==> src/rtl/fpa_result_queue_if.sv <==
// Handshake/bus bundle between the FP pipeline, the result queue and its consumer.
// FPA_STICKY_FLAGS_EN adds Flag_Clr/Flags to the bundle.
interface fpa_result_queue_if #(
   parameter int DEPTH = 8
);
   localparam int CW = $clog2(DEPTH) + 1;

   logic          Issue;
   logic          Issue_Ok;
   logic          Value_In;
   logic [31:0]   Result_In;
   logic          Out_Valid;
   logic          Out_Ready;
   logic [31:0]   Out_Data;
   logic [3:0]    Out_Class;
   logic [CW-1:0] Count;
   logic          Overflow_Err;
`ifdef FPA_STICKY_FLAGS_EN
   logic          Flag_Clr;
   logic [3:0]    Flags;

   modport master (
      output Issue, Value_In, Result_In, Out_Ready, Flag_Clr,
      input  Issue_Ok, Out_Valid, Out_Data, Out_Class, Count, Overflow_Err, Flags
   );
   modport slave (
      input  Issue, Value_In, Result_In, Out_Ready, Flag_Clr,
      output Issue_Ok, Out_Valid, Out_Data, Out_Class, Count, Overflow_Err, Flags
   );
`else
   modport master (
      output Issue, Value_In, Result_In, Out_Ready,
      input  Issue_Ok, Out_Valid, Out_Data, Out_Class, Count, Overflow_Err
   );
   modport slave (
      input  Issue, Value_In, Result_In, Out_Ready,
      output Issue_Ok, Out_Valid, Out_Data, Out_Class, Count, Overflow_Err
   );
`endif
endinterface

==> src/rtl/fpa_result_queue.sv <==
// Result FIFO behind the FP add/sub pipeline: classifies results, credit-based Issue_Ok.
// Optional sticky class flags when FPA_STICKY_FLAGS_EN is defined.
module fpa_result_queue #(
   parameter int DEPTH    = 8,
   parameter int PIPE_LAT = 4
) (
   input logic                 Clk,
   input logic                 Clear,
   fpa_result_queue_if.slave   bus
);
   localparam int AW = $clog2(DEPTH);
   localparam int CW = AW + 1;

   // Handshake: the head is consumed on a rising edge where Out_Valid & Out_Ready;
   // Out_Valid never depends on Out_Ready.
   logic [35:0]   r_mem [DEPTH];
   logic [AW-1:0] r_wr_ptr;
   logic [AW-1:0] r_rd_ptr;
   logic [CW-1:0] r_count;
   logic [CW-1:0] r_inflight;
   logic          r_ovf;

   logic [7:0]    w_exp;
   logic [22:0]   w_mant;
   logic [3:0]    w_class;
   logic          w_full;
   logic          w_push;
   logic          w_pop;
   logic          w_out_valid;
   logic [CW:0]   w_credit_sum;
   logic          w_issue_ok;

   assign w_exp   = bus.Result_In[30:23];
   assign w_mant  = bus.Result_In[22:0];
   assign w_class = {(w_exp == 8'hFF) && (w_mant != '0),
                     (w_exp == 8'hFF) && (w_mant == '0),
                     (w_exp == 8'h00) && (w_mant != '0),
                     (w_exp == 8'h00) && (w_mant == '0)};

   assign w_out_valid  = (r_count != '0);
   assign w_full       = (r_count == CW'(DEPTH));
   assign w_pop        = w_out_valid & bus.Out_Ready;
   assign w_push       = bus.Value_In & (~w_full | w_pop);
   assign w_credit_sum = {1'b0, r_count} + {1'b0, r_inflight};
   assign w_issue_ok   = (w_credit_sum < (CW+1)'(DEPTH));

   // Storage needs no reset; outputs are gated by Out_Valid instead.
   always_ff @(posedge Clk) begin
      if (w_push) r_mem[r_wr_ptr] <= {w_class, bus.Result_In};
   end

   always_ff @(posedge Clk or negedge Clear) begin
      if (!Clear) begin
         r_wr_ptr   <= '0;
         r_rd_ptr   <= '0;
         r_count    <= '0;
         r_inflight <= '0;
         r_ovf      <= 1'b0;
      end else begin
         if (w_push) r_wr_ptr <= r_wr_ptr + AW'(1);
         if (w_pop)  r_rd_ptr <= r_rd_ptr + AW'(1);

         if (w_push && !w_pop)      r_count <= r_count + CW'(1);
         else if (!w_push && w_pop) r_count <= r_count - CW'(1);

         // Saturate at DEPTH on excess issues and at 0 on unexpected results.
         if (bus.Issue && !bus.Value_In && (r_inflight < CW'(DEPTH)))
            r_inflight <= r_inflight + CW'(1);
         else if (!bus.Issue && bus.Value_In && (r_inflight != '0))
            r_inflight <= r_inflight - CW'(1);

         if ((bus.Value_In && !w_push) || (bus.Issue && !w_issue_ok))
            r_ovf <= 1'b1;
      end
   end

`ifdef FPA_STICKY_FLAGS_EN
   logic [3:0] r_flags;

   // Clear has priority over history but not over the entry pushed on the same edge.
   always_ff @(posedge Clk or negedge Clear) begin
      if (!Clear)
         r_flags <= '0;
      else
         r_flags <= (bus.Flag_Clr ? 4'b0000 : r_flags) | (w_push ? w_class : 4'b0000);
   end

   assign bus.Flags = r_flags;
`endif

   assign bus.Out_Valid    = w_out_valid;
   assign bus.Out_Data     = w_out_valid ? r_mem[r_rd_ptr][31:0]  : 32'h0;
   assign bus.Out_Class    = w_out_valid ? r_mem[r_rd_ptr][35:32] : 4'h0;
   assign bus.Count        = r_count;
   assign bus.Issue_Ok     = w_issue_ok;
   assign bus.Overflow_Err = r_ovf;

   a_bounds: assert property (@(posedge Clk) disable iff (!Clear)
      (r_count <= CW'(DEPTH)) && (r_inflight <= CW'(DEPTH)) && (PIPE_LAT <= DEPTH) && (DEPTH >= 2));
endmodule

==> src/flat_wrapper.sv <==
// flat-port wrapper written by rule: the top's interface ports become plain ports
module fpa_result_queue_flat 
#(
   parameter int DEPTH    = 8,
   parameter int PIPE_LAT = 4
)
  (Clk, Clear, bus_Issue, bus_Value_In, bus_Result_In, bus_Out_Ready, bus_Issue_Ok, bus_Out_Valid, bus_Out_Data, bus_Out_Class, bus_Count, bus_Overflow_Err);
  fpa_result_queue_if #(.DEPTH(DEPTH)) bus_i ();
  input logic Clk;
  input logic Clear;
  input wire logic [$bits(bus_i.Issue)-1:0] bus_Issue;
  input wire logic [$bits(bus_i.Value_In)-1:0] bus_Value_In;
  input wire logic [$bits(bus_i.Result_In)-1:0] bus_Result_In;
  input wire logic [$bits(bus_i.Out_Ready)-1:0] bus_Out_Ready;
  output wire logic [$bits(bus_i.Issue_Ok)-1:0] bus_Issue_Ok;
  output wire logic [$bits(bus_i.Out_Valid)-1:0] bus_Out_Valid;
  output wire logic [$bits(bus_i.Out_Data)-1:0] bus_Out_Data;
  output wire logic [$bits(bus_i.Out_Class)-1:0] bus_Out_Class;
  output wire logic [$bits(bus_i.Count)-1:0] bus_Count;
  output wire logic [$bits(bus_i.Overflow_Err)-1:0] bus_Overflow_Err;
  assign bus_i.Issue = bus_Issue;
  assign bus_i.Value_In = bus_Value_In;
  assign bus_i.Result_In = bus_Result_In;
  assign bus_i.Out_Ready = bus_Out_Ready;
  assign bus_Issue_Ok = bus_i.Issue_Ok;
  assign bus_Out_Valid = bus_i.Out_Valid;
  assign bus_Out_Data = bus_i.Out_Data;
  assign bus_Out_Class = bus_i.Out_Class;
  assign bus_Count = bus_i.Count;
  assign bus_Overflow_Err = bus_i.Overflow_Err;
  fpa_result_queue #(.DEPTH(DEPTH), .PIPE_LAT(PIPE_LAT)) u_core (.Clk(Clk), .Clear(Clear), .bus(bus_i));
endmodule
==> config.mk <==
export PLATFORM = sky130hd
export DESIGN_NAME = fpa_result_queue_flat
export DESIGN_NICKNAME = d
export VERILOG_FILES = /design/src/rtl/fpa_result_queue_if.sv /design/src/rtl/fpa_result_queue.sv /design/src/flat_wrapper.sv
export SDC_FILE = /design/constraint.sdc
export NUM_CORES = 1
export LEC_CHECK = 0
export CAP_MARGIN = 10
export CORE_MARGIN = 2
export CORE_UTILIZATION = 51
export DETAILED_ROUTE_END_ITERATION = 16
export PLACE_DENSITY = 0.7
export SYNTH_ARGS = -nofsm -noshare
export SYNTH_HDL_FRONTEND = slang
export SYNTH_SLANG_ARGS = --single-unit
==> constraint.sdc <==
create_clock -name Clk -period 12.7 [get_ports Clk]
set_input_delay 3.81 -clock Clk [delete_from_list [all_inputs] [get_ports Clk]]
set_output_delay 3.81 -clock Clk [all_outputs]
set_load 0.01 [all_outputs]
==> summary.md <==
| Metric | Value |
|---|---|
| Fill cells | `1581` |
| GP Congestion | `0.7263` |
| Startpoint Class | `register` |
| Yosys warning count | `0` |
| Total power | `3.254 mW` |
| Post-CTS setup buffer count | `0` |
| DIE AREA | `24450 um2` |
| Setup violators final | `0` |
| WP buf/inv | `2` |
| Detailed Route WL | `22520 um` |
| CP top delay family | `buffers and inverters` |
| FP Rows | `55` |
| Drt pass-1 iters | `4` |
| Setup TNS | `0 ns` |
| Hold path endpoint | `u_core.bus.Overflow_Err$_DFFE_PN0P_` |
| Worst Skew | `0.01136 ns` |
| Clk pwr share | `24.8%` |
| NetSw | `0.9508 mW` |
| Combinational cell fraction of total power | `33.0%` |
| Switching Fraction | `29.22%` |
| Synth Instances | `528` |
| Leak pwr | `4.474 nW` |
| Critical path endpoint category | `output pin` |
| Share of post-route cells with drive strength above 1 | `23.11%` |
| Slew Limit Fails | `0` |
| Biggest cell delay along the critical path | `0.85 ns` |
| Vias post-DR | `5554` |
| Hold path startpoint | `u_core.bus.Overflow_Err$_DFFE_PN0P_` |
| Initial DRC count | `389` |
| Seq pwr share | `42.2%` |
| Status | `completed` |
| RSZ-0062 raised after global routing | `false` |
| Worst-Margin Slew | `1.228 ns` |
| Syn_area_per_cell | `22.42 um2` |
| Commonest non-fill, non-tap cell in the layout | `edfxtp_1` |
| Root buf cell | `clkbuf_16` |
| Unique masters post-synth | `37` |
| Gr usage total | `19.05%` |
| Relative slew slack | `17.93%` |
| Synth-to-layout area growth | `16.95%` |
| Diode count | `0` |
| Required @ worst endpoint | `8.89 ns` |
| Initial Util | `52.14%` |
| Initial antenna violation count | `0` |
| Die height | `156.4 um` |
| Post-route DRC | `0` |
| Largest net degree at the start of global routing | `45` |
| Min Clock Period, post-route | `7.402 ns` |
| Pwr dens | `235.0 nW/um2` |
| HP Class | `register to register` |
| Clock-pin slew on the worst setup and hold paths | `0.06 ns` |
| I/O pin count | `80` |
| Vias in the first global route | `5990` |
| #FFs+latches synth | `303` |
| Internal Power | `2.303 mW` |
| ANT nets after route | `0` |
| Post-CTS resize count | `0` |
| Reg2reg setup slack | `9.91 ns` |
| Worst Path Arrival | `3.59 ns` |
| CTS tree | `built` |
| Setup CP Type | `register to output pin` |
| Hold depth | `2` |
| Hold_buf cts | `0` |
| Endpoints failing hold | `0` |
| Worst R2R Start | `u_core.bus.Count[1]$_DFFE_PN0P_` |
| Post-Syn Nets | `577` |
| Sink Count | `303` |
| Maximum vdd drop | `0.0001527 V` |
| Slowest-stage cell, CP | `dfrtp_4` |
| Post-synthesis instance area | `11840 um2` |
| Via density | `5.946` |
| DP HPWL | `12450 um` |
| CTS Buffer Depth | `3` |
| GR Overflow Total | `0` |
| Core box area | `22710 um2` |
| Routed WL per cell | `24.11 um` |
| Critical R2R Capture | `u_core.r_mem[7][28]$_DFFE_PP_` |
| First-pass GRT wire length | `34860 um` |
| Reg2reg path depth | `6` |
| Critical path, cell by cell | `buf_4 -> mux4_2 -> a22o_1 -> clkdlybuf4s50_1` |
| MaxCap Viol Count | `0` |
| Width of the die | `156.4 um` |
| Max Fclk | `0.1351 GHz` |
| Number of CTS-inserted buffers | `29` |
| Register area share after synthesis | `76.21%` |
| Port Buffers | `79` |
| Worst-Skew Late Latency | `0.53 ns` |
| Nets@finish | `676` |
| Final critical-path share of the clock period | `58.29%` |
| Most frequent cells in the layout | `edfxtp_1 (288), clkdlybuf4s50_1 (79), mux4_2 (72)` |
| Maximum fanout along the worst path | `44` |
| H-tree depth | `1` |
## worst max path at each step
| stage | startpoint | to | slack (ns) | depth (start not counted) |
|---|---|---|---|---|
| after global placement | u_core.r_rd_ptr[0]$_DFFE_PN0P_ | bus_Out_Class[0] | 5.78 | 4 |
| after global routing | u_core.r_rd_ptr[0]$_DFFE_PN0P_ | bus_Out_Class[0] | 5.02 | 4 |
| after floorplan | bus_Out_Ready | u_core.r_mem[0][0]$_DFFE_PP_ | 4.62 | 3 |
| after detailed placement | u_core.r_rd_ptr[0]$_DFFE_PN0P_ | bus_Out_Data[19] | 5.75 | 4 |
| after CTS | u_core.r_rd_ptr[0]$_DFFE_PN0P_ | bus_Out_Data[19] | 5.18 | 4 |
| final | u_core.r_rd_ptr[0]$_DFFE_PN0P_ | bus_Out_Class[0] | 5.30 | 4 |
## per-layer routing
layer | global-route usage, % | wire length (um) | up-vias
met5 | 0 | 0 | -
met4 | 3.757 | 283 | 0
met3 | 2.659 | 1666 | 31
met2 | 32.41 | 11270 | 191
met1 | 26.88 | 9294 | 2884
li1 | - | - | 2448
## layout make-up
cell class                      count  area (um2)  area share (%)
Clock buffer                       39       803.3           5.801
Clock inverter                     14       101.3          0.7319
Inverter                            5       18.77          0.1355
Multi-Input combinational cell    196        2653           19.16
Sequential cell                   303        9029           65.20
Tap cell                          285       356.6           2.575
Timing Repair Buffer               92       885.9           6.397
## worst register-to-register path, cell delays in order (launching register included)
cell     delay (ns)
dfrtp_1        0.49
nor3_2         0.11
a31o_2         0.34
inv_1          0.15
nand2_1        0.23
nor2_4         0.63
buf_4          0.46
## metrics by stage
| step | hold WS, ns | cell area [um2] | std cells | setup WS (ns) | utilization (%) |
|---|---|---|---|---|---|
| after CTS | 0.5193 | 13840 | 933 | 5.183 | 60.95 |
| after global routing | 0.5753 | 13850 | 934 | 5.024 | 60.98 |
| after floorplan | 0.4670 | 11840 | 528 | 4.619 | - |
| after detailed placement | 0.5001 | 12940 | 880 | 5.747 | 56.97 |
| final | 0.5098 | 13850 | 934 | 5.298 | 60.98 |
| after global placement | 0.4782 | 12940 | 880 | 5.781 | 56.97 |
## power by group through the flow
stage | clock [mW] | sequential [mW] | combinational [mW]
CTS | 0.823 | 1.38 | 1.10
detailed placement | 0 | 1.40 | 1.09
global route | 0.865 | 1.39 | 1.16
global placement | 0 | 1.39 | 1.08
floorplan | 0 | 1.33 | 0.745
finish | 0.807 | 1.37 | 1.07
## cell families (layout without fill, tap and decap cells)
family	count (synthesis)	count (layout)	share of synthesized area (%)
flip-flops	303	303	76.21
multiplexers	76	76	14.08
AO/OA/AOI/OAI	51	51	3.582
AND/OR/NAND/NOR	48	48	2.209
buffers and inverters	29	150	1.860
adder cells (fa/ha/maj)	12	12	1.395
XOR/XNOR	9	9	0.6658
## synthesized netlist by cell type
cell | count | area [um2]
edfxtp_1 | 288 | 8648
mux4_2 | 72 | 1622
a22o_1 | 36 | 315.3
dfrtp_1 | 15 | 375.4
buf_6 | 13 | 146.4
ha_1 | 10 | 125.1
nand2_1 | 10 | 37.54
nor4_1 | 10 | 62.56
nor3_1 | 8 | 40.04
xnor2_1 | 7 | 61.31
clkbuf_1 | 5 | 18.77
inv_1 | 5 | 18.77
nor2_1 | 5 | 18.77
a21oi_1 | 4 | 20.02
mux2_2 | 4 | 45.04
nand3_1 | 4 | 20.02
buf_4 | 3 | 22.52
nand4_1 | 3 | 18.77
o21ai_0 | 3 | 15.01
a31o_2 | 2 | 17.52
buf_2 | 2 | 10.01
fa_1 | 2 | 40.04
nand2b_1 | 2 | 12.51
xor2_1 | 2 | 17.52
a2111oi_2 | 1 | 15.01
a211o_1 | 1 | 8.760
a41oi_1 | 1 | 8.760
and2_4 | 1 | 8.760
and3_1 | 1 | 6.260
buf_1 | 1 | 3.750
nand2b_2 | 1 | 8.760
nor2b_1 | 1 | 6.260
nor3_2 | 1 | 10.01
o21a_1 | 1 | 7.510
o21bai_1 | 1 | 7.510
o41ai_1 | 1 | 8.760
or3_4 | 1 | 11.26
## flip-flops by register name, indices dropped and copies added (netlist names)
signal                   count
u_core.bus.Overflow_Err      1
u_core.r_rd_ptr              3
u_core.r_inflight            4
u_core.r_mem               288
u_core.r_wr_ptr              3
u_core.bus.Count             4
Note: power is estimated with default switching activity, not from simulation.
